[config.mk]
export PLATFORM = sky130hd
export DESIGN_NAME = flash_sample_streamer
export DESIGN_NICKNAME = d
export VERILOG_FILES = /design/src/rtl/flash_sample_streamer.sv
export SDC_FILE = /design/constraint.sdc
export NUM_CORES = 1
export LEC_CHECK = 0
export ABC_AREA = 0
export BUFFER_PORTS_ARGS = -buffer_cell sky130_fd_sc_hd__clkbuf_2
export CAP_MARGIN = 5
export CORE_MARGIN = 5
export CORE_UTILIZATION = 35
export CTS_BUF_LIST = sky130_fd_sc_hd__clkbuf_16
export DETAILED_ROUTE_END_ITERATION = 7
export PLACE_DENSITY = 0.56
export SLEW_MARGIN = 20
export SYNTH_ARGS = -nofsm -noshare
export SYNTH_HDL_FRONTEND = slang
export SYNTH_SLANG_ARGS = --single-unit
[constraint.sdc]
create_clock -name clk -period 3.1 [get_ports clk]
set_clock_uncertainty 0.05 [all_clocks]
set_input_delay 0.465 -clock clk [delete_from_list [all_inputs] [get_ports clk]]
set_output_delay 0.465 -clock clk [all_outputs]
set_load 0.03 [all_outputs]
[src/rtl/flash_sample_streamer.sv]
// Streams 32-bit flash words over Avalon-MM as 16-bit samples (normal / fast / slow playback).
// Optional macro STREAMER_DIV64_EN scales each sample by 1/64 (arithmetic shift right by 6).
module flash_sample_streamer #(
    parameter int FLASH_AW  = 23,
    parameter int SAMPLE_W  = 16,
    parameter int NUM_WORDS = 2097152
) (
    input  logic                clk,
    input  logic                rst,
    input  logic                start,
    input  logic [1:0]          mode,
    output logic                busy,
    output logic                done,
    output logic                flash_mem_read,
    output logic [FLASH_AW-1:0] flash_mem_address,
    output logic                flash_mem_burstcount,
    input  logic                flash_mem_waitrequest,
    input  logic [31:0]         flash_mem_readdata,
    input  logic                flash_mem_readdatavalid,
    output logic                sample_valid,
    input  logic                sample_ready,
    output logic [SAMPLE_W-1:0] sample_data
);

    typedef enum logic [2:0] {
        S_IDLE,
        S_REQ,
        S_WAIT,
        S_EMIT_LO,
        S_EMIT_HI,
        S_FIN
    } state_t;

    localparam logic [FLASH_AW-1:0] LAST_W = FLASH_AW'(NUM_WORDS - 1);

    state_t              state;
    logic [FLASH_AW-1:0] w;
    logic [1:0]          mode_q;
    logic [SAMPLE_W-1:0] hi_q;
    logic                rep;
    logic                xfer;
    logic                slow;
    logic                fast;
    logic                half_done;
    logic                word_done;

    function automatic logic [SAMPLE_W-1:0] shape(input logic [SAMPLE_W-1:0] half);
`ifdef STREAMER_DIV64_EN
        shape = $unsigned($signed(half) >>> 6);
`else
        shape = half;
`endif
    endfunction

    assign flash_mem_burstcount = 1'b1;
    assign flash_mem_address    = w;

    assign xfer = sample_valid & sample_ready;
    assign slow = (mode_q == 2'b10);
    assign fast = (mode_q == 2'b01);
    // In slow mode the first transfer of a half only arms the repeat.
    assign half_done = xfer & ~(slow & ~rep);
    assign word_done = half_done & ((state == S_EMIT_HI) | ((state == S_EMIT_LO) & fast));

    always_ff @(posedge clk or posedge rst) begin
        if (rst) begin
            state          <= S_IDLE;
            w              <= '0;
            mode_q         <= 2'b00;
            hi_q           <= '0;
            rep            <= 1'b0;
            busy           <= 1'b0;
            done           <= 1'b0;
            flash_mem_read <= 1'b0;
            sample_valid   <= 1'b0;
            sample_data    <= '0;
        end else begin
            case (state)
                S_IDLE: begin
                    if (start) begin
                        state          <= S_REQ;
                        w              <= '0;
                        mode_q         <= mode;
                        rep            <= 1'b0;
                        busy           <= 1'b1;
                        flash_mem_read <= 1'b1;
                    end
                end
                S_REQ: begin
                    if (!flash_mem_waitrequest) begin
                        flash_mem_read <= 1'b0;
                        state          <= S_WAIT;
                    end
                end
                S_WAIT: begin
                    if (flash_mem_readdatavalid) begin
                        hi_q         <= flash_mem_readdata[2*SAMPLE_W-1:SAMPLE_W];
                        sample_data  <= shape(flash_mem_readdata[SAMPLE_W-1:0]);
                        sample_valid <= 1'b1;
                        rep          <= 1'b0;
                        state        <= S_EMIT_LO;
                    end
                end
                S_EMIT_LO, S_EMIT_HI: begin
                    if (xfer) begin
                        if (!half_done) begin
                            rep <= 1'b1;
                        end else if (word_done) begin
                            sample_valid <= 1'b0;
                            rep          <= 1'b0;
                            if (w != LAST_W) begin
                                w              <= w + 1'b1;
                                flash_mem_read <= 1'b1;
                                state          <= S_REQ;
                            end else begin
                                done  <= 1'b1;
                                state <= S_FIN;
                            end
                        end else begin
                            rep         <= 1'b0;
                            sample_data <= shape(hi_q);
                            state       <= S_EMIT_HI;
                        end
                    end
                end
                S_FIN: begin
                    done  <= 1'b0;
                    busy  <= 1'b0;
                    state <= S_IDLE;
                end
                default: state <= S_IDLE;
            endcase
        end
    end

endmodule

======== Word-level counts from Yosys, hierarchy flattened ========
Index checks and enable logic that the tools add are counted.
word-level totals
  input bits .............................. 40
  logic and storage cells ................. 96
  register bits ........................... 65
operators by class
  bitwise logic cells ..................... 8
  eq/ne operators ......................... 17
  $add $sub $neg .......................... 1
  muxes and demuxes ....................... 42
  reductions and logical operators ........ 18
operators by type and width
  cell                                                                        number
  23-bit 2-to-1 mux                                                           5
  16-bit 2-to-1 mux                                                           4
  23-bit one-hot mux with 2 select lines                                      1
  16-bit one-hot mux with 2 select lines                                      1
  23-bit by 1-bit adder with 23-bit output (second input constant)            1
  23-bit by 21-bit inequality test with 1-bit output (second input constant)  1
  3-bit 2-to-1 mux                                                            7
  5-bit AND reduction                                                         4
  1-bit 2-to-1 mux                                                            18
  2-bit inequality test (second input constant)                               9
  3-bit one-hot mux with 4 select lines                                       1
  2-bit nonzero test                                                          4
  7-bit AND reduction                                                         1
  3-bit by 2-bit equality test with 1-bit output (second input constant)      2
  3-bit equality test (second input constant)                                 2
  1-bit one-hot mux with 2 select lines                                       3
  1-bit one-hot mux with 3 select lines                                       2
  2-bit AND reduction                                                         3
  6-bit AND reduction                                                         1
  3-bit nonzero test                                                          2
  1-bit AND                                                                   5
  4-bit AND reduction                                                         1
  3-bit by 1-bit equality test with 1-bit output (second input constant)      1
  3-bit logical NOT                                                           1
  5 further kinds                                                             6

======== Longest topological paths before layout ========
  depth in word-level cells ............... 9
  mapped depth ............................ 10

======== Worst setup path before layout ========
Ideal clock, no wire load.
  kind .................................... flip-flop to flip-flop
  start point ............................. register w[1], in the netlist flash_mem_address[1]
  end point ............................... register flash_mem_read
  path slack .............................. 0.456 ns
  stages on the path, launching flop included .. 10
  arrival time ............................ 2.476 ns
  period minus slack after synthesis ...... 2.644 ns
  cell sequence ........................... dfrtp_1 ha_1 and3_1 nand3_1 or4_4 buf_6 and4b_1 buf_6 buf_6 a21o_1
on the way
  word-level cells in the longest chain between the ends .. 3
ends and longest elaborated chain
  item                                                line  text
  start, declared                                     37    logic [FLASH_AW-1:0] w;
  start signal, assigned                              112   w <= w + 1'b1;
  23-bit by 21-bit inequality test with 1-bit output  111   if (w != LAST_W) begin
  2-bit inequality test (no source line)              -
  7-bit AND reduction (no source line)                -
  end signal, assigned                                86    flash_mem_read <= 1'b1;
  end signal, assigned                                91    flash_mem_read <= 1'b0;
  end signal, assigned                                113   flash_mem_read <= 1'b1;
  end, declared                                       14    output logic flash_mem_read,
No other way between the ends.
A chain may end at the register's enable or synchronous reset.

======== Worst setup path in the final report ========
  start point ............................. register w[0], in the netlist flash_mem_address[0]
  end point ............................... register w[11], in the netlist flash_mem_address[11]
on the way
  word-level cells in the longest chain between the ends .. 6
ends and longest elaborated chain
  item                                      line  text
  23-bit by 1-bit adder with 23-bit output  112
  23-bit 2-to-1 mux                         111
  23-bit 2-to-1 mux                         108   end else if (word_done) begin
  23-bit 2-to-1 mux                         106   if (!half_done) begin
  23-bit 2-to-1 mux                         105   if (xfer) begin
  23-bit one-hot mux with 2 select lines    78    case (state)
Several ways; a longest one is shown, not always the timed one. The select of a mux whose other input is x is not followed.

==> flow_metrics.env <==
export IMPL_ios=84
export IMPL_hold_buffers=0
export IMPL_drt_pass1_iterations=4
export IMPL_htree_levels=3
export IMPL_nets=459
export IMPL_post_cts_setup_buffers=0
export IMPL_setup_viol=0
export IMPL_drt_met1_wl_um=3950
export IMPL_layout_commonest_cell="clkbuf_2"
export IMPL_wl_met2_um=3670
export IMPL_ir_drop_mv=0.494
export IMPL_num_antenna_cells=0
export IMPL_grt_max_degree=33
export IMPL_p_comb_share_pct=41.0
export IMPL_max_slew_margin_pct=60.0
export IMPL_mostFrequentLayoutCells="clkbuf_2 (82), dfrtp_1 (65), a31oi_1 (40)"
export IMPL_cts_tree="yes"
export IMPL_p_seq_share_pct=32.4
export IMPL_yosysUniqueCellTypes=48
export IMPL_grt_pass1_wl_um=14400
export IMPL_timing_final_max_slew_violations=0
export IMPL_worstPathRequired_ns=3.30
export IMPL_placedCellCount=536
export IMPL_fin_crit_sh_pct=88.7
export IMPL_fillers=930
export IMPL_cts_sinks=65
export IMPL_synth_area_mm2=0.00331
export IMPL_ant_nets=0
export IMPL_cts_root_buf="clkbuf_16"
export IMPL_synth_seq_area_share_pct=49.2
export IMPL_synth_flop_cell="dfrtp_1"
export IMPL_max_freq_mhz=364
export IMPL_start_kind="flip-flop"
export IMPL_synthesis_instances=337
export IMPL_multi_input_area_mm2=0.00153
export IMPL_crit_path_start="flash_mem_address[0]"
export IMPL_drt_iter0_drc=104
export IMPL_die_area_mm2=0.0115
export IMPL_drt_wl_total_um=8540
export IMPL_start_util_pct=35.8
export IMPL_p_int_uw=2440
export IMPL_path_clk_slew_ns=0.06
export IMPL_area_growth_pct=25.8
export IMPL_critPathMaxFanout=13
export IMPL_place_hpwl_um=5990
export IMPL_layout_cells_non_filler=552
export IMPL_drive_above_1_share_pct=31.4
export IMPL_final_hold_viol_count=0
export IMPL_power_density_mw_per_mm2=966
export IMPL_worstPathArrival_ns=2.95
export IMPL_syn_avg_cell_area_um2=9.81
export IMPL_timing_rr_start="flash_mem_address[0]"
export IMPL_period_minus_slack_ns=2.75
export IMPL_die_h_um=107
export IMPL_yosysWarnings=0
export IMPL_hp_class="primary input to async pin"
export IMPL_whs_ns=0.0591
export IMPL_clockBufferDepth=2
export IMPL_p_total_uw=4020
export IMPL_grt_pass1_vias=2958
export IMPL_clock_latency_ns=0.33
export IMPL_vias=2828
export IMPL_drc_errors=0
export IMPL_grt_overflow_total=0
export IMPL_fp_dieW_um=107
export IMPL_postCtsResizedCells=0
export IMPL_p_sw_share_pct=39.2
export IMPL_leakage_uw=0.00200
export IMPL_top_layer="met4"
export IMPL_tightest_slew_ns=0.598
export IMPL_wire_per_inst_um=15.5
export IMPL_gp_congestion=0.832
export IMPL_rsz0062_at_grt="false"
export IMPL_clkPwrFrac_pct=26.6
export IMPL_p_sw_uw=1580
export IMPL_rows=35
export IMPL_synth_seq_cells=65
export IMPL_antenna_found_initial=0
export IMPL_crit_type="flip-flop to flip-flop"
export IMPL_numCtsBuffers=9
export IMPL_drv_cap=0
export IMPL_status="finished clean"
export IMPL_synth_nets=378
export IMPL_io_buffers=82
export IMPL_endpoint_kind="flip-flop"
export IMPL_synth_edf_count=0
export IMPL_async_flop_share_pct=100
export IMPL_dr_wl_met3_um=813
export IMPL_fin_setup_tns_ns=0
export IMPL_grt_util_all_layers_pct=15.7
export IMPL_final_seq_area_mm2=0.00163
export IMPL_coreArea_mm2=0.00924
export IMPL_vias_per_cell=5.12
-- critical path, stage by stage (launching register included) --
cell	delay [ns]
dfrtp_1	0.42
ha_1	0.22
and3_1	0.26
nand3_1	0.30
or4_4	0.60
and4b_1	0.37
buf_4	0.27
a31oi_1	0.17
-- power by group through the flow --
stage / clock network [uW] / registers [uW] / logic (uW)
floorplan: 0 / 1520 / 1070
global placement: 0 / 1310 / 1660
detailed placement: 0 / 1320 / 1680
CTS: 1090 / 1310 / 1680
global route: 1130 / 1350 / 1850
finish: 1070 / 1300 / 1650
-- Yosys cell counts (2+ instances only) --
cell type   n  area, um2
nand2_1    37        139
nand4_1     5       31.3
a21oi_1     6       30.0
nand3_1     9       45.0
nor2_1     17       63.8
clkbuf_1   15       56.3
inv_1      10       37.5
o21ai_0    35        175
nor3_1      5       25.0
nor4_1      3       18.8
mux2i_1    17        170
and3_1      9       56.3
a41oi_1     2       17.5
a31oi_1    40        250
or3_1       2       12.5
nand2b_1    2       12.5
nor3b_1     2       15.0
or2_2       3       18.8
dfrtp_1    65       1630
and2_1      2       12.5
a32o_1      2       20.0
mux2_2     16        180
a21o_1      4       30.0
buf_6       5       56.3
-- final timing paths --
check / to / slack (ns) / depth (start not counted)
setup / recovery: flash_mem_address[11] / 0.35 / 7
hold / removal: sample_data[4] / 0.06 / 2
setup reg to reg: flash_mem_address[11] / 0.35 / 7
hold reg to reg: sample_data[12] / 0.43 / 2
max in group asynchronous: flash_mem_address[5] / 2.24 / 3
min in group clk: mode_q[0] / 0.31 / 3
-- through the flow --
step	instance area, um2	utilization (%)	setup WS [ns]
after floorplan	3310	-	0.456
after CTS	4160	45.0	0.360
after detailed placement	3850	41.6	0.360
final	4160	45.0	0.350
after global placement	3850	41.6	0.469
after global routing	4160	45.0	0.154
-- layer usage --
metal / vias to the layer above / track usage, %
met1: 1315 / 20.3
met5: - / 0
li1: 1402 / -
met3: 8 / 6.80
met4: 0 / 4.75
met2: 103 / 23.7
-- sequential cells by signal, indices dropped and copies added (netlist names) --
| register | flops |
|---|---|
| busy | 1 |
| flash_mem_read | 1 |
| hi_q | 16 |
| done | 1 |
| rep | 1 |
| mode_q | 2 |
| sample_valid | 1 |
| flash_mem_address | 23 |
| sample_data | 16 |
| state | 3 |
-- cells by family (layout without fill, tap and decap cells) --
family                     after synthesis  after routing  share of synthesized area [%]
muxes                                   33             33                           10.6
AOI/OAI and AO/OA                      100            100                           18.5
DFF                                     65             65                           49.2
other                                    1              1                          0.113
adders and majority gates                1              1                          0.378
and+or+nand+nor                        104            104                           16.1
buffers and inverters                   33            119                           5.03
-- final cells by class --
cell class	instances	share of cell area, %
clock buffer	9	5.42
multi-input combinational	239	36.7
clock inverter	7	2.08
inverter	10	0.903
timing repair buffer	93	11.9
sequential	65	39.1
tap	129	3.88
Note: power is estimated with default switching activity, not from simulation.
